`src/rtl/clock_set_ctrl_if.sv`:
```
// rtl/clock_set_ctrl_if.sv - button, counter-chain and edit-register bundle for clock_set_ctrl
//
// Purpose: groups the push-button inputs, the live counts from the
//          sec/min/hour chain and everything clock_set_ctrl drives back
//          into that chain.
// Signals:
//   mode_btn, inc_btn         button levels (synchronised, debounced)
//   count_sec/min/hour [5:0]  live time from the counter chain
//   enable                    one-cycle seconds tick
//   load                      one-cycle load strobe
//   data_sec/min/hour [5:0]   edit registers
//   setting1/2/3              editing sec / min / hour
//   set_active                any edit state
// Modports: slave = clock_set_ctrl side, master = buttons/chain side.

interface clock_set_ctrl_if;
  logic       mode_btn;
  logic       inc_btn;
  logic [5:0] count_sec;
  logic [5:0] count_min;
  logic [5:0] count_hour;
  logic       enable;
  logic       load;
  logic [5:0] data_sec;
  logic [5:0] data_min;
  logic [5:0] data_hour;
  logic       setting1;
  logic       setting2;
  logic       setting3;
  logic       set_active;

  modport slave (
    input  mode_btn, inc_btn, count_sec, count_min, count_hour,
    output enable, load, data_sec, data_min, data_hour,
           setting1, setting2, setting3, set_active
  );

  modport master (
    output mode_btn, inc_btn, count_sec, count_min, count_hour,
    input  enable, load, data_sec, data_min, data_hour,
           setting1, setting2, setting3, set_active
  );
endinterface

```
`src/rtl/clock_set_ctrl.sv`:
```
// rtl/clock_set_ctrl.sv - time-set sequencer and 1 Hz tick generator for the sec/min/hour chain
//
// Purpose: turns the mode/inc buttons into a RUN -> SET_HOUR -> SET_MIN ->
//          SET_SEC -> RUN sequence, keeps per-field edit registers, pulses
//          load on return to RUN and generates the seconds enable tick in RUN.
// Ports:
//   clock  system clock, rising edge
//   reset  asynchronous, active-high; clears all state
//   bus    clock_set_ctrl_if.slave (buttons, live counts, chain controls)
// Parameters: TICK_DIV, REPEAT_DLY, REPEAT_PER (clock cycles).
// Macro: AUTO_REPEAT_EN builds the held-inc auto-repeat counter; without it
//        each rising edge of inc_btn gives exactly one increment.

module clock_set_ctrl #(
  parameter int TICK_DIV   = 50_000_000,
  parameter int REPEAT_DLY = 25_000_000,
  parameter int REPEAT_PER = 5_000_000
) (
  input  logic              clock,
  input  logic              reset,
  clock_set_ctrl_if.slave   bus
);

  localparam int DW = (TICK_DIV > 2) ? $clog2(TICK_DIV) : 1;

  typedef enum logic [1:0] {RUN, SET_HOUR, SET_MIN, SET_SEC} state_t;

  state_t        state;
  logic [DW-1:0] divider;
  logic          mode_prev;
  logic          inc_prev;
  logic          mode_press;
  logic          inc_press;
  logic          inc_fire;
  logic          enable_r;
  logic          load_r;
  logic [5:0]    data_sec_r;
  logic [5:0]    data_min_r;
  logic [5:0]    data_hour_r;
  logic          setting1_r;
  logic          setting2_r;
  logic          setting3_r;
  logic          set_active_r;

  assign mode_press = bus.mode_btn & ~mode_prev;
  assign inc_press  = bus.inc_btn  & ~inc_prev;

  // Anything at or above the limit (e.g. a captured 63) wraps to 0.
  function automatic logic [5:0] bump(input logic [5:0] v, input logic [5:0] lim);
    return (v >= lim) ? 6'd0 : v + 6'd1;
  endfunction

`ifdef AUTO_REPEAT_EN
  localparam int RMAX = (REPEAT_DLY > REPEAT_PER) ? REPEAT_DLY : REPEAT_PER;
  localparam int RW   = (RMAX > 2) ? $clog2(RMAX) : 1;

  logic [RW-1:0] rep_cnt;
  logic          rep_phase;  // 0: waiting out REPEAT_DLY, 1: repeating every REPEAT_PER

  always_comb begin
    inc_fire = 1'b0;
    if (inc_press) begin
      inc_fire = 1'b1;
    end else if (bus.inc_btn && inc_prev) begin
      if (!rep_phase && rep_cnt == RW'(REPEAT_DLY - 1))
        inc_fire = 1'b1;
      else if (rep_phase && rep_cnt == RW'(REPEAT_PER - 1))
        inc_fire = 1'b1;
    end
  end

  always_ff @(posedge clock or posedge reset) begin
    if (reset) begin
      rep_cnt   <= '0;
      rep_phase <= 1'b0;
    end else if (state == RUN || !bus.inc_btn || mode_press || inc_press) begin
      rep_cnt   <= '0;
      rep_phase <= 1'b0;
    end else if (inc_fire) begin
      rep_cnt   <= '0;
      rep_phase <= 1'b1;
    end else begin
      rep_cnt   <= rep_cnt + RW'(1);
    end
  end
`else
  always_comb begin
    inc_fire = inc_press;
  end
`endif

  always_ff @(posedge clock or posedge reset) begin
    if (reset) begin
      state        <= RUN;
      divider      <= '0;
      mode_prev    <= 1'b0;
      inc_prev     <= 1'b0;
      enable_r     <= 1'b0;
      load_r       <= 1'b0;
      data_sec_r   <= 6'd0;
      data_min_r   <= 6'd0;
      data_hour_r  <= 6'd0;
      setting1_r   <= 1'b0;
      setting2_r   <= 1'b0;
      setting3_r   <= 1'b0;
      set_active_r <= 1'b0;
    end else begin
      mode_prev <= bus.mode_btn;
      inc_prev  <= bus.inc_btn;
      enable_r  <= 1'b0;
      load_r    <= 1'b0;
      case (state)
        RUN: begin
          if (mode_press) begin
            state        <= SET_HOUR;
            divider      <= '0;
            data_hour_r  <= bus.count_hour;
            data_min_r   <= bus.count_min;
            data_sec_r   <= bus.count_sec;
            setting3_r   <= 1'b1;
            set_active_r <= 1'b1;
          end else if (divider == DW'(TICK_DIV - 1)) begin
            enable_r <= 1'b1;
            divider  <= '0;
          end else begin
            divider  <= divider + DW'(1);
          end
        end
        SET_HOUR: begin
          divider <= '0;
          if (mode_press) begin
            state      <= SET_MIN;
            setting3_r <= 1'b0;
            setting2_r <= 1'b1;
          end else if (inc_fire) begin
            data_hour_r <= bump(data_hour_r, 6'd23);
          end
        end
        SET_MIN: begin
          divider <= '0;
          if (mode_press) begin
            state      <= SET_SEC;
            setting2_r <= 1'b0;
            setting1_r <= 1'b1;
          end else if (inc_fire) begin
            data_min_r <= bump(data_min_r, 6'd59);
          end
        end
        default: begin  // SET_SEC
          divider <= '0;
          if (mode_press) begin
            // load lands on the first RUN cycle while divider is still 0,
            // so the next tick is TICK_DIV cycles later.
            state        <= RUN;
            load_r       <= 1'b1;
            setting1_r   <= 1'b0;
            set_active_r <= 1'b0;
          end else if (inc_fire) begin
            data_sec_r <= bump(data_sec_r, 6'd59);
          end
        end
      endcase
    end
  end

  assign bus.enable     = enable_r;
  assign bus.load       = load_r;
  assign bus.data_sec   = data_sec_r;
  assign bus.data_min   = data_min_r;
  assign bus.data_hour  = data_hour_r;
  assign bus.setting1   = setting1_r;
  assign bus.setting2   = setting2_r;
  assign bus.setting3   = setting3_r;
  assign bus.set_active = set_active_r;

endmodule
```
`src/flat_wrapper.sv`:
```
// flat-port wrapper written by rule: the top's interface ports become plain ports
module clock_set_ctrl_flat 
#(
  parameter int TICK_DIV   = 50_000_000,
  parameter int REPEAT_DLY = 25_000_000,
  parameter int REPEAT_PER = 5_000_000
)
  (clock, reset, bus_mode_btn, bus_inc_btn, bus_count_sec, bus_count_min, bus_count_hour, bus_enable, bus_load, bus_data_sec, bus_data_min, bus_data_hour, bus_setting1, bus_setting2, bus_setting3, bus_set_active);
  clock_set_ctrl_if bus_i ();
  input  logic clock;
  input  logic reset;
  input wire logic [$bits(bus_i.mode_btn)-1:0] bus_mode_btn;
  input wire logic [$bits(bus_i.inc_btn)-1:0] bus_inc_btn;
  input wire logic [$bits(bus_i.count_sec)-1:0] bus_count_sec;
  input wire logic [$bits(bus_i.count_min)-1:0] bus_count_min;
  input wire logic [$bits(bus_i.count_hour)-1:0] bus_count_hour;
  output wire logic [$bits(bus_i.enable)-1:0] bus_enable;
  output wire logic [$bits(bus_i.load)-1:0] bus_load;
  output wire logic [$bits(bus_i.data_sec)-1:0] bus_data_sec;
  output wire logic [$bits(bus_i.data_min)-1:0] bus_data_min;
  output wire logic [$bits(bus_i.data_hour)-1:0] bus_data_hour;
  output wire logic [$bits(bus_i.setting1)-1:0] bus_setting1;
  output wire logic [$bits(bus_i.setting2)-1:0] bus_setting2;
  output wire logic [$bits(bus_i.setting3)-1:0] bus_setting3;
  output wire logic [$bits(bus_i.set_active)-1:0] bus_set_active;
  assign bus_i.mode_btn = bus_mode_btn;
  assign bus_i.inc_btn = bus_inc_btn;
  assign bus_i.count_sec = bus_count_sec;
  assign bus_i.count_min = bus_count_min;
  assign bus_i.count_hour = bus_count_hour;
  assign bus_enable = bus_i.enable;
  assign bus_load = bus_i.load;
  assign bus_data_sec = bus_i.data_sec;
  assign bus_data_min = bus_i.data_min;
  assign bus_data_hour = bus_i.data_hour;
  assign bus_setting1 = bus_i.setting1;
  assign bus_setting2 = bus_i.setting2;
  assign bus_setting3 = bus_i.setting3;
  assign bus_set_active = bus_i.set_active;
  clock_set_ctrl #(.TICK_DIV(TICK_DIV), .REPEAT_DLY(REPEAT_DLY), .REPEAT_PER(REPEAT_PER)) u_core (.clock(clock), .reset(reset), .bus(bus_i));
endmodule
```
`config.mk`:
```
export PLATFORM = sky130hd
export DESIGN_NAME = clock_set_ctrl_flat
export DESIGN_NICKNAME = d
export VERILOG_FILES = /design/src/rtl/clock_set_ctrl_if.sv /design/src/rtl/clock_set_ctrl.sv /design/src/flat_wrapper.sv
export SDC_FILE = /design/constraint.sdc
export NUM_CORES = 1
export LEC_CHECK = 0
export CORE_UTILIZATION = 43
export CTS_CLUSTER_DIAMETER = 200
export DETAILED_ROUTE_END_ITERATION = 8
export HOLD_SLACK_MARGIN = 0.03
export PLACE_DENSITY = 0.66
export REMOVE_ABC_BUFFERS = 1
export SLEW_MARGIN = 20
export SYNTH_ARGS = -nofsm -noshare
export SYNTH_HDL_FRONTEND = slang
export SYNTH_SLANG_ARGS = --single-unit
```
`constraint.sdc`:
```
create_clock -name clock -period 4.3 [get_ports clock]
set_input_delay 0.645 -clock clock [delete_from_list [all_inputs] [get_ports clock]]
set_output_delay 0.645 -clock clock [all_outputs]
set_load 0.005 [all_outputs]
```
# Yosys cells after proc, flatten, opt, wreduce, memory -nomap -nowiden
# Index checks and enable logic that the tools add are counted.
dict set report totals {
  rom_bits 0
  output_inout_bits 24
  latchBits 0
  reg_bits 54
  mem_count 0
  inputBits 22
  mem_bits_rw 0
}
dict set report classes {
  addsub 4
  reduce_logical 15
  shift 0
  n_bitwise 6
  mux 34
  order_cmp 3
  eq_ne 11
  n_div 0
  n_mul 0
}
# op n
set ops {}
lappend ops {{26-bit 2-to-1 mux} 3}
lappend ops {{6-bit 2-to-1 mux} 12}
lappend ops {{6-bit case mux with 2 select lines} 3}
lappend ops {{26-bit by 1-bit adder with 26-bit output, second input constant} 1}
lappend ops {{26-bit == test, second input constant} 1}
lappend ops {{6-bit by 1-bit adder with 6-bit output, second input constant} 3}
lappend ops {{6-bit greater-or-equal comparator, second input constant} 2}
lappend ops {{4-bit AND reduction} 3}
lappend ops {{2-bit by 1-bit != test with 1-bit output, second input constant} 5}
lappend ops {{2-bit 2-to-1 mux} 4}
lappend ops {{1-bit case mux with 2 select lines} 4}
lappend ops {{2-bit nonzero test} 4}
lappend ops {{1-bit 2-to-1 mux} 7}
lappend ops {{6-bit by 5-bit greater-or-equal comparator with 1-bit output, second input constant} 1}
lappend ops {{2-bit != test, second input constant} 3}
lappend ops {{2-bit case mux with 3 select lines} 1}
lappend ops {{3-bit AND reduction} 2}
lappend ops {{1-bit NOT} 4}
lappend ops {{2-bit AND reduction} 2}
lappend ops {{2-bit OR reduction} 2}
lappend ops {{3-bit OR reduction} 1}
lappend ops {{1-bit bitwise AND} 2}
lappend ops {{2-bit by 1-bit == test with 1-bit output, second input constant} 1}
lappend ops {{2-bit == test, second input constant} 1}
lappend ops {{2-bit zero test} 1}

# Depth between registers and ports, before layout
dict set report logic_depth {
  depth_word 5
  mapped_depth 8
  ltp_nobuf 6
}

# Worst setup path before layout
# OpenSTA, ideal clock, no wires.
dict set report synth_path {
  kind {register to register}
  from {reg u_core.state[0]}
  to {reg u_core.data_sec_r[1] (netlist: u_core.bus.data_sec[1])}
  path_slack_ns 2.355
  arrival_time_ns 1.820
  path_buffers 2
  path_stages_with_launch 9
  t_required_ns 4.175
  path_cell_list {dfrtp_1 inv_1 ha_1 buf_2 and3b_1 a31oi_1 or2_2 buf_2 mux2_2}
}
dict set report synth_between {
  elab_chain_len 4
}
# item line
set synth_rtl {}
lappend synth_rtl {{start: declaration} clock_set_ctrl.sv:28} ;# state_t state;
lappend synth_rtl {{start signal: assignment} clock_set_ctrl.sv:94} ;# state <= RUN;
lappend synth_rtl {{start signal: assignment} clock_set_ctrl.sv:115} ;# state <= SET_HOUR;
lappend synth_rtl {{start signal: assignment} clock_set_ctrl.sv:132} ;# state <= SET_MIN;
lappend synth_rtl {{2-bit by 1-bit == test with 1-bit output / 2-bit == test (equally long branches)} clock_set_ctrl.sv:112} ;# case (state)
lappend synth_rtl {{2-bit OR reduction (no source line)} n/a}
lappend synth_rtl {{1-bit NOT (no source line)} n/a}
lappend synth_rtl {{4-bit AND reduction (no source line)} n/a}
lappend synth_rtl {{end signal: assignment} clock_set_ctrl.sv:119} ;# data_sec_r <= bus.count_sec;
lappend synth_rtl {{end signal: assignment} clock_set_ctrl.sv:159} ;# data_sec_r <= bump(data_sec_r, 6'd59);
lappend synth_rtl {{end: declaration} clock_set_ctrl.sv:37} ;# logic [5:0] data_sec_r;
# Parallel ways exist; a longest one is shown, timed or not.
# A chain may end at the register's enable or synchronous reset.

# Worst setup path in the final report
dict set report layout_path {
  from {reg u_core.state[0]}
  to {reg u_core.data_hour_r[5] (netlist: u_core.bus.data_hour[5])}
}
dict set report layout_between {
  elab_chain_len 3
}
# item line
set layout_rtl {}
lappend layout_rtl {{2-bit by 1-bit == test with 1-bit output / 2-bit zero test (equally long branches)} clock_set_ctrl.sv:112}
lappend layout_rtl {{2-bit != test (no source line), or another cell as far along} n/a}
lappend layout_rtl {{4-bit AND reduction (no source line)} n/a}
lappend layout_rtl {{end signal: assignment} clock_set_ctrl.sv:117} ;# data_hour_r <= bus.count_hour;
lappend layout_rtl {{end signal: assignment} clock_set_ctrl.sv:136} ;# data_hour_r <= bump(data_hour_r, 6'd23);
lappend layout_rtl {{end: declaration} clock_set_ctrl.sv:39} ;# logic [5:0] data_hour_r;
# Parallel ways exist; a longest one is shown, timed or not.

==> flow_summary.toml <==
[sta]
fin_tns_setup_ns = 0
finalCritPeriodShare = 0.565
finalHoldViolations = 0
setup_viol = 0
clock.fmax_mhz = 411
rsz0062_at_grt = "false"
period_minus_slack_ns = 2.43
tightestPinTransition_ns = 0.930
timing.hold.ws_ns = 0.496
relSlewSlack = 0.372
maxSlewViolCount = 0
clock-skew-final_ns = 0.0127

[clocking]
clock_latency_ns = 0.31
cts.path.max_buffers = 2
cts_resized = 0
htree_levels = 2
post_cts_buffers = 0
tritoncts = "yes"
holdBufCountCts = 0
numCtsBuffers = 5
clk_pin_slew_worst_paths_ns = 0.11
cts_num_sinks = 54
root_buffer = "clkbuf_8"

[final_layout]
post-route-cell-area_um2 = 3560
layout_common_cells = "dfrtp_1 (54), clkdlybuf4s50_1 (45), nor2_1 (25)"
fin_nets = 380
antenna_cells = 0
syn_to_final_growth_pct = 21.7
fillers = 588
final_cells = 428
fin_util = 0.552
layout_commonest_cell = "dfrtp_1"
drive_gt1_frac = 0.0684

[setup_path]
cp.required_ns = 4.47
startpoint_type = "flip-flop"
path_max_fanout = 19
crit_chain = "inv_1, ha_1, nor2b_1, a41oi_1, o21ai_0"
cp-end-kind = "flip-flop"
critPathBufInv = 1
cpLargestDelayFamily = "compound AO/OA/AOI/OAI gates"
critical_path_class = "flip-flop to flip-flop"
critPathSlowestCell = "a41oi_1"
cp.arrival_ns = 2.60
max_stage_delay_ns = 0.80

[floorplan]
initial_utilization = 0.454
ios = 46
die_y_um = 84.5
coreArea_um2 = 6460
fp-row-count = 29
dieArea_um2 = 7150
die_w_um = 84.5

[grt]
grt_pass1_vias = 2270
grt_max_degree = 46
grt_pass1_wl_um = 10800
antenna_found_initial = 0
grt-ovfl-total = 0
track_usage = 0.186

[placement]
dp_hpwl_um = 4450
gp_congestion = 0.769
port_buffers = 45
post_dp_cell_area_um2 = 3450
place_inst = 420

[run_status]
status = "finished with violations"
violations = "design-rule violations"

[drt]
drc = 5
drtIter0Drc = 129
ant_nets = 0
via_per_inst = 5.67
drtPass1Iterations = 6
finalWirelength_um = 6210
vias = 2426
drt-wirelength-per-cell_um = 14.5

[logic_synthesis]
yosys-top-cells-area = "dfrtp_1 (46%), xnor2_1 (3.9%), ha_1 (3.4%)"
synthFlopType = "dfrtp_1"
synth_top_family_by_area = "simple AND/OR/NAND/NOR gates"
synth_xor_area_frac = 0.0449
yosysWarnings = 0
yosys.area_share.simple = 0.227
synthMuxAreaShare = 0.0252
synth_fa_ha_area_frac = 0.0342
ys_ff_latch = 54
ys_async_sr_fraction = 1.00
synth_cells = 305
synth_compound_area_frac = 0.164
syn_area_um2 = 2930
synth_top_cell_area_share = 0.461
ys_seq_area_frac = 0.461
synth_cell_types = 60
synth_area_per_cell_um2 = 9.60
yosysTopAreaCell = "dfrtp_1"
synth_edf_count = 0

[hold_path]
hold_class = "flip-flop to flip-flop"

[power_and_ir_drop]
ir_drop_v = 0.000295
power_leakage_nw = 1.44
p_per_area_nw_per_um2 = 516

[job]
maxCapViolCount = 0
layer usage:
layer	share of wire	up-vias	track usage
li1	-	1210	-
met1	0.50	1160	0.268
met2	0.45	49	0.290
met3	0.040	7	0.0364
met4	0.011	0	0.0462
met5	0	-	0
registers in the layout, indices dropped and copies added (netlist names):
register / count
u_core.mode_prev: 1
u_core.divider: 26
u_core.bus.setting3: 1
u_core.bus.data_min: 6
u_core.state: 2
u_core.bus.load: 1
u_core.bus.data_hour: 6
u_core.bus.setting2: 1
u_core.bus.data_sec: 6
u_core.bus.enable: 1
u_core.bus.set_active: 1
u_core.inc_prev: 1
u_core.bus.setting1: 1
report_power, final:
group	switching (W)	leakage (nW)	internal (W)	total [W]
clock	0.000172	0.0587	0.000177	0.000349
sequential	0.000122	0.707	0.000625	0.000746
combinational	0.000369	0.676	0.000376	0.000745
total	0.000663	1.44	0.00118	0.00184
layout make-up:
| cell class | count | area [um2] | area share |
|---|---|---|---|
| flip-flops and latches | 54 | 1350 | 0.379 |
| inverters | 23 | 86.3 | 0.0242 |
| clock buffers | 5 | 68.8 | 0.0193 |
| well taps | 77 | 96.3 | 0.0270 |
| repair buffers | 47 | 465 | 0.131 |
| clock inverters | 3 | 47.5 | 0.0133 |
| multi-input cells | 219 | 1450 | 0.406 |
cells in the mapped netlist (3+ instances only):
cell type	instances
inv_1	23
or4_1	4
ha_1	8
or3_1	4
a21oi_1	18
o2bb2ai_1	4
nand3_1	13
nand4_1	8
clkbuf_1	4
buf_2	4
o31ai_1	6
mux2i_1	4
o22ai_1	6
nor2b_1	3
mux2_2	3
nor2_1	25
nor3_1	12
and3_1	5
xnor2_1	13
a22oi_1	3
nor4_1	5
nand2_1	19
dfrtp_1	54
o21ai_0	11
final timing paths:
| path | startpoint | end | slack [ns] | cells after the start |
|---|---|---|---|---|
| max | u_core.state[0] | u_core.bus.data_hour[5] | 1.87 | 5 |
| min | u_core.divider[0] | u_core.divider[0] | 0.50 | 1 |
| max reg2reg | u_core.state[0] | u_core.bus.data_hour[5] | 1.87 | 5 |
| min reg2reg | u_core.divider[0] | u_core.divider[0] | 0.50 | 1 |
| max in group asynchronous | reset | u_core.divider[16] | 2.76 | 3 |
| min in group asynchronous | reset | u_core.bus.load | 0.85 | 2 |
through the flow:
stage / power (W) / setup slack, ns
floorplan: 0.00116 / 2.28
global placement: 0.00149 / 1.76
detailed placement: 0.00150 / 1.70
CTS: 0.00186 / 1.88
global route: 0.00199 / 1.60
finish: 0.00184 / 1.87
logic make-up (layout without fill, tap and decap cells):
group	after synthesis	count (layout)
AOI/OAI and AO/OA	71	71
and+or+nand+nor	118	118
muxes	7	7
DFF	54	54
buffers and inverters	32	78
adders and majority gates	8	8
xor gates and xnor gates	15	15
No activity file was read; power rests on OpenSTA's default activity.
